### src/rtl/layer_sequencer_pkg.sv
// Shared types and defaults for the layer sequencer and its result collector.
// Default widths line up with the neuron array's dataWidth / ROM_bitwidth.
package layer_sequencer_pkg;

    localparam int DEF_DATA_WIDTH = 16;
    localparam int DEF_OUT_WIDTH  = 16;

    typedef enum logic [2:0] {
        StIdle,
        StClr,
        StLoadW,
        StLoadB,
        StFeed,
        StWait,
        StDrain
    } seq_state_e;

    // Neuron select fields carry 2*DATA_WIDTH+1 bits to match the neuron compare logic.
    function automatic int cfg_sel_w(input int data_width);
        return 2 * data_width + 1;
    endfunction

endpackage

### src/rtl/layer_sequencer_if.sv
// Stream-side bus of the layer sequencer: config load, inference input and result output.
// The slave modport is the sequencer; the master modport is the AXI-side adapter.
interface layer_sequencer_if
    import layer_sequencer_pkg::*;
#(
    parameter int DATA_WIDTH = DEF_DATA_WIDTH,
    parameter int OUT_WIDTH  = DEF_OUT_WIDTH
);

    logic                  cfg_start;
    logic                  cfg_valid;
    logic                  cfg_ready;
    logic [DATA_WIDTH-1:0] cfg_data;

    logic                  in_valid;
    logic                  in_ready;
    logic [DATA_WIDTH-1:0] in_data;

    logic                  out_valid;
    logic                  out_ready;
    logic [OUT_WIDTH-1:0]  out_data;
    logic                  out_last;

    modport master (
        output cfg_start, cfg_valid, cfg_data, in_valid, in_data, out_ready,
        input  cfg_ready, in_ready, out_valid, out_data, out_last
    );

    modport slave (
        input  cfg_start, cfg_valid, cfg_data, in_valid, in_data, out_ready,
        output cfg_ready, in_ready, out_valid, out_data, out_last
    );

endinterface

### src/rtl/layer_sequencer_result_collector.sv
// Captures each neuron's activation on its outvalid while waiting, then serialises
// the buffered results onto the output stream in neuron order.
module layer_sequencer_result_collector #(
    parameter int NUM_NEURON = 16,
    parameter int OUT_WIDTH  = 16
) (
    input  logic                             i_clk,
    input  logic                             i_rst_n,
    input  logic                             i_clear,
    input  logic                             i_capture,
    input  logic                             i_drain,
    input  logic [NUM_NEURON-1:0]            i_nrn_outvalid,
    input  logic [NUM_NEURON*OUT_WIDTH-1:0]  i_nrn_out,
    input  logic                             i_out_ready,
    output logic                             o_out_valid,
    output logic [OUT_WIDTH-1:0]             o_out_data,
    output logic                             o_out_last,
    output logic                             o_mask_full,
    output logic                             o_drain_done
);

    localparam int CW = $clog2(NUM_NEURON) + 1;
    localparam int IW = CW - 1;

    logic [OUT_WIDTH-1:0]  r_buf [NUM_NEURON];
    logic [NUM_NEURON-1:0] r_mask;
    logic [CW-1:0]         r_idx;

    logic [IW-1:0]         w_idx;
    logic                  w_is_last;
    logic                  w_fire;

    assign w_idx     = r_idx[IW-1:0];
    assign w_is_last = (r_idx == CW'(NUM_NEURON - 1));
    assign w_fire    = i_drain && i_out_ready;

    assign o_out_valid  = i_drain;
    assign o_out_data   = i_drain ? r_buf[w_idx] : '0;
    assign o_out_last   = i_drain && w_is_last;
    assign o_mask_full  = &r_mask;
    assign o_drain_done = w_fire && w_is_last;

    always_ff @(posedge i_clk or negedge i_rst_n) begin
        if (!i_rst_n) begin
            r_mask <= '0;
            r_idx  <= '0;
            for (int k = 0; k < NUM_NEURON; k++) begin
                r_buf[k] <= '0;
            end
        end else if (i_clear) begin
            // Uncaptured entries must read back as zero after a timeout.
            r_mask <= '0;
            r_idx  <= '0;
            for (int k = 0; k < NUM_NEURON; k++) begin
                r_buf[k] <= '0;
            end
        end else begin
            if (i_capture) begin
                for (int k = 0; k < NUM_NEURON; k++) begin
                    if (i_nrn_outvalid[k]) begin
                        r_buf[k]  <= i_nrn_out[k*OUT_WIDTH +: OUT_WIDTH];
                        r_mask[k] <= 1'b1;
                    end
                end
            end
            if (w_fire) begin
                r_idx <= w_is_last ? '0 : r_idx + 1'b1;
            end
        end
    end

endmodule

### src/rtl/layer_sequencer.sv
// Sequences one fully-connected layer: loads weights and biases into the neuron array,
// broadcasts inference inputs, and hands the captured activations to the result collector.
module layer_sequencer
    import layer_sequencer_pkg::*;
#(
    parameter int DATA_WIDTH   = DEF_DATA_WIDTH,
    parameter int OUT_WIDTH    = DEF_OUT_WIDTH,
    parameter int NUM_WEIGHT   = 128,
    parameter int NUM_NEURON   = 16,
    parameter int LAYER_NO     = 1,
    parameter int WAIT_TIMEOUT = 1024
) (
    input  logic                             i_clk,
    input  logic                             i_rst_n,
    layer_sequencer_if.slave                 io_bus,
    output logic                             o_nrn_rst,
    output logic                             o_weight_valid,
    output logic [DATA_WIDTH-1:0]            o_weight_value,
    output logic [NUM_NEURON-1:0]            o_bias_valid,
    output logic [DATA_WIDTH-1:0]            o_bias_value,
    output logic [cfg_sel_w(DATA_WIDTH)-1:0] o_config_layer_num,
    output logic [cfg_sel_w(DATA_WIDTH)-1:0] o_config_neuron_num,
    output logic                             o_nrn_in_valid,
    output logic [DATA_WIDTH-1:0]            o_nrn_in,
    input  logic [NUM_NEURON-1:0]            i_nrn_outvalid,
    input  logic [NUM_NEURON*OUT_WIDTH-1:0]  i_nrn_out,
    output logic                             o_loaded,
    output logic                             o_busy,
    output logic                             o_err_timeout
);

    localparam int CFG_SEL_W = cfg_sel_w(DATA_WIDTH);
    localparam int WW        = $clog2(NUM_WEIGHT) + 1;
    localparam int NW        = $clog2(NUM_NEURON) + 1;
    localparam int TW        = $clog2(WAIT_TIMEOUT) + 1;

    localparam logic [WW-1:0] W_LAST = WW'(NUM_WEIGHT - 1);
    localparam logic [NW-1:0] N_LAST = NW'(NUM_NEURON - 1);
    localparam logic [TW-1:0] T_LAST = TW'(WAIT_TIMEOUT - 1);

    seq_state_e             r_state;
    logic [WW-1:0]          r_wcnt;
    logic [NW-1:0]          r_ncnt;
    logic [TW-1:0]          r_timer;
    logic                   r_loaded;
    logic                   r_err;
    logic                   r_nrn_rst;
    logic                   r_weight_valid;
    logic [DATA_WIDTH-1:0]  r_weight_value;
    logic [NUM_NEURON-1:0]  r_bias_valid;
    logic [DATA_WIDTH-1:0]  r_bias_value;
    logic [CFG_SEL_W-1:0]   r_cfg_neuron_num;
    logic                   r_nrn_in_valid;
    logic [DATA_WIDTH-1:0]  r_nrn_in;

    logic                   w_cfg_fire;
    logic                   w_in_fire;
    logic                   w_clear;
    logic                   w_mask_full;
    logic                   w_drain_done;

    assign io_bus.cfg_ready = (r_state == StLoadW) || (r_state == StLoadB);
    assign io_bus.in_ready  = (r_state == StFeed);

    assign w_cfg_fire = io_bus.cfg_valid && io_bus.cfg_ready;
    assign w_in_fire  = io_bus.in_valid && io_bus.in_ready;
    assign w_clear    = w_in_fire && (r_wcnt == W_LAST);

    assign o_nrn_rst           = r_nrn_rst;
    assign o_weight_valid      = r_weight_valid;
    assign o_weight_value      = r_weight_value;
    assign o_bias_valid        = r_bias_valid;
    assign o_bias_value        = r_bias_value;
    assign o_config_layer_num  = CFG_SEL_W'(LAYER_NO);
    assign o_config_neuron_num = r_cfg_neuron_num;
    assign o_nrn_in_valid      = r_nrn_in_valid;
    assign o_nrn_in            = r_nrn_in;
    assign o_loaded            = r_loaded;
    assign o_busy              = (r_state != StIdle);
    assign o_err_timeout       = r_err;

    always_ff @(posedge i_clk or negedge i_rst_n) begin
        if (!i_rst_n) begin
            r_state          <= StIdle;
            r_wcnt           <= '0;
            r_ncnt           <= '0;
            r_timer          <= '0;
            r_loaded         <= 1'b0;
            r_err            <= 1'b0;
            r_nrn_rst        <= 1'b0;
            r_weight_valid   <= 1'b0;
            r_weight_value   <= '0;
            r_bias_valid     <= '0;
            r_bias_value     <= '0;
            r_cfg_neuron_num <= '0;
            r_nrn_in_valid   <= 1'b0;
            r_nrn_in         <= '0;
        end else begin
            r_nrn_rst      <= 1'b0;
            r_weight_valid <= 1'b0;
            r_bias_valid   <= '0;
            r_nrn_in_valid <= 1'b0;
            unique case (r_state)
                StIdle: begin
                    if (io_bus.cfg_start) begin
                        r_state   <= StClr;
                        r_nrn_rst <= 1'b1;
                        r_err     <= 1'b0;
                    end else if (r_loaded && io_bus.in_valid) begin
                        r_state <= StFeed;
                        r_wcnt  <= '0;
                    end
                end
                StClr: begin
                    r_loaded         <= 1'b0;
                    r_wcnt           <= '0;
                    r_ncnt           <= '0;
                    r_cfg_neuron_num <= '0;
                    r_state          <= StLoadW;
                end
                StLoadW: begin
                    if (w_cfg_fire) begin
                        r_weight_valid   <= 1'b1;
                        r_weight_value   <= io_bus.cfg_data;
                        // Select moves with the first weight of each new neuron.
                        r_cfg_neuron_num <= CFG_SEL_W'(r_ncnt);
                        if (r_wcnt == W_LAST) begin
                            r_wcnt <= '0;
                            if (r_ncnt == N_LAST) begin
                                r_ncnt  <= '0;
                                r_state <= StLoadB;
                            end else begin
                                r_ncnt <= r_ncnt + 1'b1;
                            end
                        end else begin
                            r_wcnt <= r_wcnt + 1'b1;
                        end
                    end
                end
                StLoadB: begin
                    r_cfg_neuron_num <= '1;
                    if (w_cfg_fire) begin
                        r_bias_valid <= NUM_NEURON'(1) << r_ncnt;
                        r_bias_value <= io_bus.cfg_data;
                        if (r_ncnt == N_LAST) begin
                            r_ncnt   <= '0;
                            r_loaded <= 1'b1;
                            r_state  <= StIdle;
                        end else begin
                            r_ncnt <= r_ncnt + 1'b1;
                        end
                    end
                end
                StFeed: begin
                    if (w_in_fire) begin
                        r_nrn_in_valid <= 1'b1;
                        r_nrn_in       <= io_bus.in_data;
                        if (w_clear) begin
                            r_wcnt  <= '0;
                            r_timer <= '0;
                            r_state <= StWait;
                        end else begin
                            r_wcnt <= r_wcnt + 1'b1;
                        end
                    end
                end
                StWait: begin
                    if (w_mask_full) begin
                        r_state <= StDrain;
                    end else if (r_timer == T_LAST) begin
                        r_err   <= 1'b1;
                        r_state <= StDrain;
                    end else begin
                        r_timer <= r_timer + 1'b1;
                    end
                end
                StDrain: begin
                    if (w_drain_done) begin
                        r_state <= StIdle;
                    end
                end
                default: r_state <= StIdle;
            endcase
        end
    end

    layer_sequencer_result_collector #(
        .NUM_NEURON (NUM_NEURON),
        .OUT_WIDTH  (OUT_WIDTH)
    ) u_collector (
        .i_clk          (i_clk),
        .i_rst_n        (i_rst_n),
        .i_clear        (w_clear),
        .i_capture      (r_state == StWait),
        .i_drain        (r_state == StDrain),
        .i_nrn_outvalid (i_nrn_outvalid),
        .i_nrn_out      (i_nrn_out),
        .i_out_ready    (io_bus.out_ready),
        .o_out_valid    (io_bus.out_valid),
        .o_out_data     (io_bus.out_data),
        .o_out_last     (io_bus.out_last),
        .o_mask_full    (w_mask_full),
        .o_drain_done   (w_drain_done)
    );

endmodule

### src/flat_wrapper.sv
// flat-port wrapper written by rule: the top's interface ports become plain ports
module layer_sequencer_flat import layer_sequencer_pkg::*;
#(
    parameter int DATA_WIDTH   = DEF_DATA_WIDTH,
    parameter int OUT_WIDTH    = DEF_OUT_WIDTH,
    parameter int NUM_WEIGHT   = 128,
    parameter int NUM_NEURON   = 16,
    parameter int LAYER_NO     = 1,
    parameter int WAIT_TIMEOUT = 1024
)
  (i_clk, i_rst_n, o_nrn_rst, o_weight_valid, o_weight_value, o_bias_valid, o_bias_value, o_config_layer_num, o_config_neuron_num, o_nrn_in_valid, o_nrn_in, i_nrn_outvalid, i_nrn_out, o_loaded, o_busy, o_err_timeout, io_bus_cfg_start, io_bus_cfg_valid, io_bus_cfg_data, io_bus_in_valid, io_bus_in_data, io_bus_out_ready, io_bus_cfg_ready, io_bus_in_ready, io_bus_out_valid, io_bus_out_data, io_bus_out_last);
  layer_sequencer_if #(.DATA_WIDTH(DATA_WIDTH), .OUT_WIDTH(OUT_WIDTH)) io_bus_i ();
  input  logic i_clk;
  input  logic i_rst_n;
  output logic o_nrn_rst;
  output logic o_weight_valid;
  output logic [DATA_WIDTH-1:0] o_weight_value;
  output logic [NUM_NEURON-1:0] o_bias_valid;
  output logic [DATA_WIDTH-1:0] o_bias_value;
  output logic [cfg_sel_w(DATA_WIDTH)-1:0] o_config_layer_num;
  output logic [cfg_sel_w(DATA_WIDTH)-1:0] o_config_neuron_num;
  output logic o_nrn_in_valid;
  output logic [DATA_WIDTH-1:0] o_nrn_in;
  input  logic [NUM_NEURON-1:0] i_nrn_outvalid;
  input  logic [NUM_NEURON*OUT_WIDTH-1:0] i_nrn_out;
  output logic o_loaded;
  output logic o_busy;
  output logic o_err_timeout;
  input wire logic [$bits(io_bus_i.cfg_start)-1:0] io_bus_cfg_start;
  input wire logic [$bits(io_bus_i.cfg_valid)-1:0] io_bus_cfg_valid;
  input wire logic [$bits(io_bus_i.cfg_data)-1:0] io_bus_cfg_data;
  input wire logic [$bits(io_bus_i.in_valid)-1:0] io_bus_in_valid;
  input wire logic [$bits(io_bus_i.in_data)-1:0] io_bus_in_data;
  input wire logic [$bits(io_bus_i.out_ready)-1:0] io_bus_out_ready;
  output wire logic [$bits(io_bus_i.cfg_ready)-1:0] io_bus_cfg_ready;
  output wire logic [$bits(io_bus_i.in_ready)-1:0] io_bus_in_ready;
  output wire logic [$bits(io_bus_i.out_valid)-1:0] io_bus_out_valid;
  output wire logic [$bits(io_bus_i.out_data)-1:0] io_bus_out_data;
  output wire logic [$bits(io_bus_i.out_last)-1:0] io_bus_out_last;
  assign io_bus_i.cfg_start = io_bus_cfg_start;
  assign io_bus_i.cfg_valid = io_bus_cfg_valid;
  assign io_bus_i.cfg_data = io_bus_cfg_data;
  assign io_bus_i.in_valid = io_bus_in_valid;
  assign io_bus_i.in_data = io_bus_in_data;
  assign io_bus_i.out_ready = io_bus_out_ready;
  assign io_bus_cfg_ready = io_bus_i.cfg_ready;
  assign io_bus_in_ready = io_bus_i.in_ready;
  assign io_bus_out_valid = io_bus_i.out_valid;
  assign io_bus_out_data = io_bus_i.out_data;
  assign io_bus_out_last = io_bus_i.out_last;
  layer_sequencer #(.DATA_WIDTH(DATA_WIDTH), .OUT_WIDTH(OUT_WIDTH), .NUM_WEIGHT(NUM_WEIGHT), .NUM_NEURON(NUM_NEURON), .LAYER_NO(LAYER_NO), .WAIT_TIMEOUT(WAIT_TIMEOUT)) u_core (.i_clk(i_clk), .i_rst_n(i_rst_n), .io_bus(io_bus_i), .o_nrn_rst(o_nrn_rst), .o_weight_valid(o_weight_valid), .o_weight_value(o_weight_value), .o_bias_valid(o_bias_valid), .o_bias_value(o_bias_value), .o_config_layer_num(o_config_layer_num), .o_config_neuron_num(o_config_neuron_num), .o_nrn_in_valid(o_nrn_in_valid), .o_nrn_in(o_nrn_in), .i_nrn_outvalid(i_nrn_outvalid), .i_nrn_out(i_nrn_out), .o_loaded(o_loaded), .o_busy(o_busy), .o_err_timeout(o_err_timeout));
endmodule
### config.mk
export PLATFORM = sky130hd
export DESIGN_NAME = layer_sequencer_flat
export DESIGN_NICKNAME = d
export VERILOG_FILES = /design/src/rtl/layer_sequencer_pkg.sv /design/src/rtl/layer_sequencer_if.sv /design/src/rtl/layer_sequencer_result_collector.sv /design/src/rtl/layer_sequencer.sv /design/src/flat_wrapper.sv
export SDC_FILE = /design/constraint.sdc
export NUM_CORES = 1
export LEC_CHECK = 0
export CAP_MARGIN = 25
export CORE_MARGIN = 3
export CORE_UTILIZATION = 25
export DETAILED_ROUTE_END_ITERATION = 7
export PLACE_DENSITY_LB_ADDON = 0.12
export SLEW_MARGIN = 5
export SYNTH_ARGS = -nofsm -noshare
export SYNTH_HDL_FRONTEND = slang
export SYNTH_SLANG_ARGS = --single-unit
### constraint.sdc
create_clock -name i_clk -period 3.5 [get_ports i_clk]
set_clock_uncertainty 0.05 [all_clocks]
set_input_delay 0.875 -clock i_clk [delete_from_list [all_inputs] [get_ports i_clk]]
set_output_delay 0.875 -clock i_clk [all_outputs]
set_load 0.005 [all_outputs]
==> results.cfg, run 1 <==
[finish]
ff_latch_area_um2 = 9490
most-common-layout-cells = nand2_1, clkdlybuf4s50_1, dfrtp_1
mostFrequentLayoutCell = nand2_1
multiInputGateArea_um2 = 7520
fillers = 7212
nNetsFinal = 2482
drive_gt1_share_pct = 13.3
fin_cells = 3138
area_growth_syn_to_layout_pct = 39.4
final_area_um2 = 24900

[clock_tree]
numCtsBuffers = 47
cts_sinks = 379
htree_num_levels = 2
clkLatencyLatePin_ns = 0.57
clockBufferDepth = 3
cts_tree = built
cts_root_buf = clkbuf_16
holdBufCountCts = 0
path_clk_slew_ns = 0.06

[detailed_routing]
met2_length_um = 32600
initialDrtViolationCount = 1082
wl_met1_um = 32700
top_layer = met5
wl_um = 72100
drc = 0
ant_nets = 0
met3_length_um = 5740
wl_per_cell_um = 23.0
dr.pass1.iters = 5
via_per_inst = 4.69
dr_total_vias = 14732

[timing]
post-route-period-util_pct = 105
rsz0062_at_grt = true
finalSetupViolCount = 15
slew_headroom_pct = 41.8
slew_viol_final = 0
fin_ws_ns = -0.185
min_period_ns = 3.69
finalHoldViolations = 0
fmax_mhz = 271
whs_ns = 0.157
tightest_slew_ns = 0.872

[power]
leakagePower_nw = 11.9
powerDensity_nw_per_um2 = 404
peakVddDrop_v = 0.000322

[worst_setup_path]
r2r_end = u_core.u_collector.r_buf[66]
worst-r2r-setup-slack_ns = 0.51
reg2reg_depth = 7
path_class = reg2out
cp-start-kind = flip-flop
startpoint = u_core.u_collector.r_idx[0]
worstPathRequired_ns = 2.57
rr_startpoint = u_core.r_state[0]
path_max_fanout = 6
arrival_ns = 2.76
worstSetupEndpoint = io_bus_out_data[2]
endpoint_kind = output port

[global_routing]
grt_pass1_wl_um = 105000
grt_usage_pct = 18.9
overflow = 0
grt_pass1_vias = 15109
grt_max_degree = 80
antenna_found_initial = 9

[synth]
synth_mux_area_share_pct = 13.3
synth_fa_ha_area_share_pct = 0.686
synth_edf_count = 0
synth_seq_cells = 379
synth_xor_area_share_pct = 0.0490
syn_inst = 1768
yosys_warnings = 0
synth_top_family_by_area = simple AND/OR/NAND/NOR gates
synth_area_per_cell_um2 = 10.1
synthTopCellsByArea = dfrtp_1, nand2_1, mux4_2
yosysTopAreaCellShare_pct = 53.0
synth_compound_area_share_pct = 2.86
seq_area_frac_synth_pct = 53.0
synth_ff_type = dfrtp_1
async_flop_share_pct = 100
synth-simple-area-share_pct = 24.2
syn_area_um2 = 17900
synth_cell_types = 61
synth_area_leader_cell = dfrtp_1

[placement]
placed_cells = 3031
gp_congestion = 0.843
place_ws_ns = 0.138
port_buffers = 432
hpwl_um = 55100
placed_cell_area_um2 = 23000

[floorplanning]
fp.dieH_um = 273
io_pins = 466
die_area_um2 = 74800
die_w_um = 273
start_util_pct = 25.4
row_count = 97
core_um2 = 70400

[hold_path]
worstHoldPathType = in2async

[status]
run_status = finished, violations left
failed_checks = negative setup slack

[run]
cap_violations = 0
final cells by class:
cell class / instances / share of cell area [%]
clock buffer: 69 / 5.54
sequential: 379 / 38.1
inverter: 11 / 0.166
multi-input combinational: 1232 / 30.2
antenna: 5 / 0.0502
timing repair buffer: 492 / 20.7
tap: 940 / 4.72
clock inverter: 10 / 0.602
worst max-delay path: stages, from the launching register on:
cell and delay (ns):
dfrtp_4 0.51, buf_6 0.14, buf_12 0.13, buf_12 0.12, mux4_2 0.47, mux4_2 0.49
and2_4 0.20, buf_6 0.11
how the worst min path moves through the flow:
stage / end / from / cells after the start
2_1_floorplan: u_core.u_collector.r_buf[144] / u_core.u_collector.r_buf[144] / 2
3_3_place_gp: u_core.o_config_neuron_num[3] / u_core.o_config_neuron_num[3] / 2
3_5_place_dp: u_core.u_collector.r_buf[214] / u_core.u_collector.r_buf[214] / 2
4_1_cts: u_core.o_nrn_in[12] / i_rst_n / 1
5_1_grt: u_core.o_nrn_in[10] / i_rst_n / 1
6_report: u_core.o_nrn_in[10] / i_rst_n / 1
timing repair:
item	in CTS	in global routing
cloned	5	0
pin swaps	6	0
setup endpoints to repair	16	17
gates resized for setup	111	6
buffers inserted	18	4
report_power, final:
| part | switching, mW | internal (mW) |
|---|---|---|
| registers | 0.0408 | 4.43 |
| logic | 0.267 | 0.401 |
| clock network | 1.93 | 3.00 |
through the flow:
stage / total power [mW] / utilization (%) / setup TNS, ns
global route: 10.5 / 35.4 / -2.77
detailed placement: 5.23 / 32.7 / 0
floorplan: 4.65 / - / 0
CTS: 10.2 / 35.4 / -2.21
global placement: 5.22 / 32.7 / 0
finish: 10.1 / 35.4 / -1.64
state kept, by name, indices dropped and copies added, names as in the netlist:
name and cells:
u_core.o_weight_valid 1, u_core.o_loaded 1, u_core.o_nrn_in 16, u_core.u_collector.r_idx 5, u_core.r_timer 11, u_core.o_nrn_rst 1
u_core.o_bias_value 16, u_core.o_weight_value 16, u_core.r_wcnt 8, u_core.r_ncnt 5, u_core.o_err_timeout 1, u_core.u_collector.r_buf 256
u_core.o_bias_valid 16, u_core.r_state 3, u_core.u_collector.r_mask 16, u_core.o_nrn_in_valid 1, u_core.o_config_neuron_num 6
routing by layer:
| metal | vias to the layer above | global-route usage (%) |
|---|---|---|
| li1 | 6730 | - |
| met1 | 7405 | 26.9 |
| met2 | 524 | 28.7 |
| met3 | 65 | 5.36 |
| met4 | 8 | 3.58 |
| met5 | - | 0 |
cells by family after synthesis:
logic type                 count (synthesis)
AOI/OAI and AO/OA                         73
xor gates and xnor gates                   1
other                                      2
adders and majority gates                 10
muxes                                    132
buffers and inverters                    188
and+or+nand+nor                          983
DFF                                      379
synthesized netlist by cell type (5+ instances only):
| library cell | n |
|---|---|
| nand4_1 | 7 |
| dfrtp_1 | 379 |
| buf_2 | 55 |
| inv_1 | 11 |
| nor2_1 | 51 |
| a21oi_1 | 18 |
| nand2_1 | 553 |
| and3_1 | 32 |
| nor4_1 | 5 |
| a31oi_1 | 5 |
| ha_1 | 9 |
| nor3_1 | 7 |
| o21ai_0 | 14 |
| clkbuf_1 | 55 |
| buf_4 | 60 |
| and2_1 | 31 |
| nand3_1 | 271 |
| mux2_2 | 40 |
| mux4_2 | 80 |
| nor2b_1 | 5 |
| mux2_1 | 9 |
No activity file was read; power rests on OpenSTA's default activity.
==> inputs of run 2 (changes only) <==
--- a/config.mk
+++ b/config.mk
@@ -6,7 +6,6 @@
 export NUM_CORES = 1
 export LEC_CHECK = 0
 export CAP_MARGIN = 25
-export CORE_MARGIN = 3
 export CORE_UTILIZATION = 25
 export DETAILED_ROUTE_END_ITERATION = 7
 export PLACE_DENSITY_LB_ADDON = 0.12
==> results.cfg, run 2 (same netlist as run 1, synthesis figures left out) <==
[status]
run_status = finished, violations left
failed_checks = negative setup slack

[floorplanning]
row_count = 97
die_area_um2 = 72600
fp.dieH_um = 269
start_util_pct = 25.4
die_w_um = 269
core_um2 = 70400
io_pins = 466

[finish]
most-common-layout-cells = nand2_1, clkdlybuf4s50_1, dfrtp_1
drive_gt1_share_pct = 13.8
regMostFlops = u_core.u_collector.r_buf
area_growth_syn_to_layout_pct = 39.9
mostFrequentLayoutCell = nand2_1
fillers = 7118
fin_util_pct = 35.5
largest_reg_flops = 256
nNetsFinal = 2485

[detailed_routing]
via_per_inst = 4.69
drc = 0
wl_um = 69500
wl_per_cell_um = 22.1
ant_nets = 0
dr_total_vias = 14780
initialDrtViolationCount = 985
dr.pass1.iters = 5

[power]
p_sw_share_pct = 22.6
leakagePower_nw = 11.9
p_clk_share_pct = 49.4
total_power_mw = 10.2
pwr-share-seq_pct = 44.0
intPower_mw = 7.87
powerDensity_nw_per_um2 = 406
peakVddDrop_v = 0.000300
comb_power_share_pct = 6.6
p_switching_mw = 2.29

[worst_setup_path]
path_class = reg2out
worstPathRequired_ns = 2.57
slowest_stage = dfrtp_4
cpPeakStageDelay_ns = 0.52
path_delay_family = multiplexers
worstPathCellList = buf_12 > buf_12 > buf_6 > mux4_2 > mux4_2 > and2_4 > buf_6
path_buf_inv = 4
arrival_ns = 2.77
endpoint_kind = output port
path_max_fanout = 6
cp-start-kind = flip-flop

[clock_tree]
cts_sinks = 379
path_clk_slew_ns = 0.06
htree_num_levels = 2
cts_tree = built
numCtsBuffers = 47
clkLatencyLatePin_ns = 0.58
clockBufferDepth = 3
cts_root_buf = clkbuf_16

[timing]
fin_ws_ns = -0.195
min_period_ns = 3.70
fmax_mhz = 271
finalSetupViolCount = 16
finalHoldViolations = 0
slew_viol_final = 0
rsz0062_at_grt = true
whs_ns = 0.264
tightest_slew_ns = 0.912
post-route-period-util_pct = 106
slew_headroom_pct = 39.2

[global_routing]
grt_pass1_vias = 15291
grt_max_degree = 94
grt_usage_pct = 19.0
antenna_found_initial = 16
overflow = 0
grt_pass1_wl_um = 103000

[placement]
port_buffers = 432
hpwl_um = 52700
gp_congestion = 0.869

[run]
cap_violations = 0

[hold_path]
worstHoldPathType = in2async
-- run 2: cell count changes in the layout (fill, tap and decap cells not counted), sizes merged --
cell / change
diode: +2
bufinv: -2
clkinvlp: +2
buf: +2
clkbuf: +4
clkinv: +3
-- run 2: timing repair --
action                     4_1_cts  5_1_grt
resized for setup              106        7
cloned                           4        0
setup buffers                   19        5
pin swaps                        5        2
setup endpoints to repair       16       16
hold buffers                     0        0
-- run 2: stage by stage --
| stage | worst slack [ns] | TNS [ns] | std cells | area, µm² |
|---|---|---|---|---|
| floorplan | 0.588 | 0 | 1799 | 18000 |
| detailed placement | 0.122 | 0 | 3032 | 23000 |
| global placement | 0.121 | 0 | 3032 | 23000 |
| CTS | -0.238 | -3.27 | 3140 | 25000 |
| global route | -0.293 | -3.70 | 3148 | 25000 |
| finish | -0.195 | -2.28 | 3149 | 25000 |
-- run 2: cell type report --
| type | instances | area, µm² | share of cell area [%] |
|---|---|---|---|
| Sequential cell | 379 | 9490 | 37.9 |
| Clock buffer | 72 | 1470 | 5.89 |
| Inverter | 11 | 41.3 | 0.165 |
| Tap cell | 940 | 1180 | 4.70 |
| Clock inverter | 13 | 120 | 0.480 |
| Multi-Input combinational cell | 1232 | 7520 | 30.0 |
| Timing Repair Buffer | 495 | 5180 | 20.7 |
| Antenna cell | 7 | 17.5 | 0.0700 |
-- run 2: final timing paths --
path	startpoint	to	slack, ns	cells after the start
max in group asynchronous	i_rst_n	u_core.u_collector.r_buf[46]	2.27	2
worst min register to register	u_core.o_config_neuron_num[1]	u_core.o_config_neuron_num[1]	0.43	2
worst max register to register	u_core.r_state[0]	u_core.u_collector.r_buf[251]	0.95	8
min in group i_clk	u_core.o_config_neuron_num[1]	u_core.o_config_neuron_num[1]	0.43	2
worst min-delay path	i_rst_n	u_core.o_nrn_in[7]	0.26	1
worst max-delay path	u_core.u_collector.r_idx[0]	io_bus_out_data[4]	-0.20	7
-- run 2: layer usage --
metal,part of all wire [%],vias up,global-route usage (%)
met5,0.14,-,0
met4,2.4,16,5.82
met3,7.6,96,4.99
met2,45,515,28.7
met1,45,7394,26.4
li1,-,6759,-
-- run 2: worst reg2reg max path, cell delays in order, from the launching register on --
cell and delay (ns):
dfrtp_1 0.34, buf_4 0.27, nor2b_1 0.17, buf_4 0.26, and2_1 0.16, buf_4 0.31
nand2_1 0.54, nand3_1 0.26, nand2_1 0.08
-- run 2: power by group through the flow --
| stage | registers (mW) | logic [mW] | clock network [mW] |
|---|---|---|---|
| after floorplan | 4.54 | 0.107 | 0 |
| after detailed placement | 4.55 | 0.685 | 0 |
| after global placement | 4.55 | 0.681 | 0 |
| after global routing | 4.48 | 0.725 | 5.34 |
| final | 4.47 | 0.674 | 5.01 |
| after CTS | 4.47 | 0.687 | 5.15 |
==> inputs of run 3 (changes only) <==
--- a/config.mk
+++ b/config.mk
@@ -8,6 +8,7 @@
 export CAP_MARGIN = 25
 export CORE_UTILIZATION = 25
 export DETAILED_ROUTE_END_ITERATION = 7
+export GPL_TIMING_DRIVEN = 0
 export PLACE_DENSITY_LB_ADDON = 0.12
 export SLEW_MARGIN = 5
 export SYNTH_ARGS = -nofsm -noshare
==> results.cfg, run 3 (same netlist as run 1, synthesis figures left out) <==
[finish]
largest_reg_flops = 256
area_growth_syn_to_layout_pct = 44.1
ff_latch_area_um2 = 9490
mostFrequentLayoutCell = nand2_1
fillers = 7151
fin_util_pct = 36.6
regMostFlops = u_core.u_collector.r_buf
drive_gt1_share_pct = 17.1
final_area_um2 = 25800
multiInputGateArea_um2 = 7520
nNetsFinal = 2629
most-common-layout-cells = nand2_1, clkdlybuf4s50_1, dfrtp_1

[floorplanning]
fp.dieH_um = 269
io_pins = 466
row_count = 97
start_util_pct = 25.4
die_w_um = 269
die_area_um2 = 72600
core_um2 = 70400

[timing]
tightest_slew_ns = 0.885
finalSetupViolCount = 16
fin_ws_ns = -0.276
fmax_mhz = 265
post-route-period-util_pct = 108
finalHoldViolations = 0
min_period_ns = 3.78
slew_headroom_pct = 41.0
slew_viol_final = 0
rsz0062_at_grt = true

[placement]
port_buffers = 432
gp_congestion = 0.844
placed_cell_area_um2 = 23600
hpwl_um = 55100

[worst_setup_path]
path_delay_family = multiplexers
slowest_stage = mux4_2
path_buf_inv = 5
cp-start-kind = flip-flop
rr_startpoint = u_core.r_state[0]
path_class = reg2out
arrival_ns = 2.85
worstPathRequired_ns = 2.57
reg2reg_depth = 8
endpoint_kind = output port
worst-r2r-setup-slack_ns = 0.61
path_max_fanout = 6
cpPeakStageDelay_ns = 0.51
r2r_end = u_core.u_collector.r_buf[249]
startpoint = u_core.u_collector.r_idx[0]
worstPathCellList = buf_12 > buf_12 > buf_8 > buf_12 > mux4_2 > mux4_2 > and2_4 > buf_6
cp.depth = 8
critPathMostFrequentCell = buf_12
worstSetupEndpoint = io_bus_out_data[4]

[power]
peakVddDrop_v = 0.000303
intPower_mw = 8.00
comb_power_share_pct = 6.6
p_clk_share_pct = 50.0
pwr-share-seq_pct = 43.4
p_sw_share_pct = 22.4
p_switching_mw = 2.31
powerDensity_nw_per_um2 = 400
leakagePower_nw = 12.4

[clock_tree]
cts_sinks = 379
cts_tree = built
clockBufferDepth = 3
htree_num_levels = 2
cts_root_buf = clkbuf_16
numCtsBuffers = 48
path_clk_slew_ns = 0.06
clkLatencyLatePin_ns = 0.58

[global_routing]
antenna_found_initial = 10
grt_pass1_vias = 15751
overflow = 0
grt_max_degree = 111
grt_pass1_wl_um = 104000
grt_usage_pct = 19.2

[detailed_routing]
drc = 0
via_per_inst = 4.59
initialDrtViolationCount = 1064
wl_per_cell_um = 21.5
dr_total_vias = 15115
ant_nets = 0
dr.pass1.iters = 5
wl_um = 70900

[status]
failed_checks = negative setup slack
run_status = finished, violations left

[run]
cap_violations = 0

[hold_path]
worstHoldPathType = in2async
[run 3: cell types whose count changed in the layout (fill, tap and decap cells not counted), moves of 2 or more]
| cell | previous run | this run |
|---|---|---|
| and2_1 | 17 | 15 |
| and2_4 | 14 | 16 |
| buf_12 | 23 | 12 |
| buf_16 | 2 | 5 |
| buf_2 | 2 | 52 |
| buf_4 | 27 | 76 |
| buf_6 | 21 | 19 |
| bufinv_16 | 2 | 4 |
| clkbuf_1 | 7 | 55 |
| clkbuf_2 | 1 | 6 |
| dfrtp_4 | 2 | 0 |
| diode_2 | 7 | 5 |
| inv_6 | 0 | 2 |
[run 3: routing by layer]
metal / up-vias / share of wire, % / GRT usage [%]
met5: - / 0 / 0
met3: 72 / 5.6 / 3.11
met2: 437 / 48 / 31.3
met1: 7569 / 45 / 26.5
li1: 7037 / - / -
met4: 0 / 1.9 / 4.77
[run 3: per-stage QoR]
| stage | worst slack, ns | cells | hold WS, ns | TNS, ns | power (mW) |
|---|---|---|---|---|---|
| finish | -0.276 | 3293 | 0.227 | -2.88 | 10.3 |
| global route | -0.341 | 3292 | 0.249 | -4.22 | 10.7 |
| CTS | -0.390 | 3290 | 0.210 | -4.76 | 10.5 |
| detailed placement | -0.938 | 3174 | 0.424 | -13.99 | 5.24 |
| global placement | -16.06 | 3171 | 0.421 | -6065.80 | 5.23 |
| floorplan | 0.588 | 1799 | 0.411 | 0 | 4.65 |
[run 3: final cells by class]
| cell class | instances | share of cell area (%) |
|---|---|---|
| Timing Repair Buffer | 465 | 18.6 |
| Inverter | 11 | 0.160 |
| Clock inverter | 15 | 0.719 |
| Clock buffer | 73 | 5.65 |
| Sequential cell | 379 | 36.8 |
| Multi-Input combinational cell | 1232 | 29.2 |
| Buffer | 173 | 4.25 |
| Antenna cell | 5 | 0.0486 |
| Tap cell | 940 | 4.57 |
[run 3: power by group through the flow]
stage	sequential, mW	clock, mW	combinational [mW]
finish	4.47	5.16	0.684
global route	4.48	5.48	0.737
CTS	4.47	5.32	0.695
detailed placement	4.55	0	0.692
global placement	4.56	0	0.675
floorplan	4.54	0	0.107
[run 3: worst min path at each step]
stage	slack, ns	to	depth (start not counted)
6_report	0.23	u_core.o_nrn_in[12]	1
5_1_grt	0.25	u_core.o_nrn_in[2]	1
4_1_cts	0.21	u_core.o_nrn_in[13]	1
3_5_place_dp	0.42	u_core.o_config_neuron_num[3]	2
3_3_place_gp	0.42	u_core.o_weight_value[13]	1
2_1_floorplan	0.41	u_core.u_collector.r_buf[144]	2
[run 3: what timing repair did]
action | CTS | global route
gates resized for setup | 139 | 14
pin swaps | 2 | 0
setup buffers | 27 | 3
endpoints found under the setup margin | 18 | 17
hold buffers | 0 | 0
cloned | 2 | 0
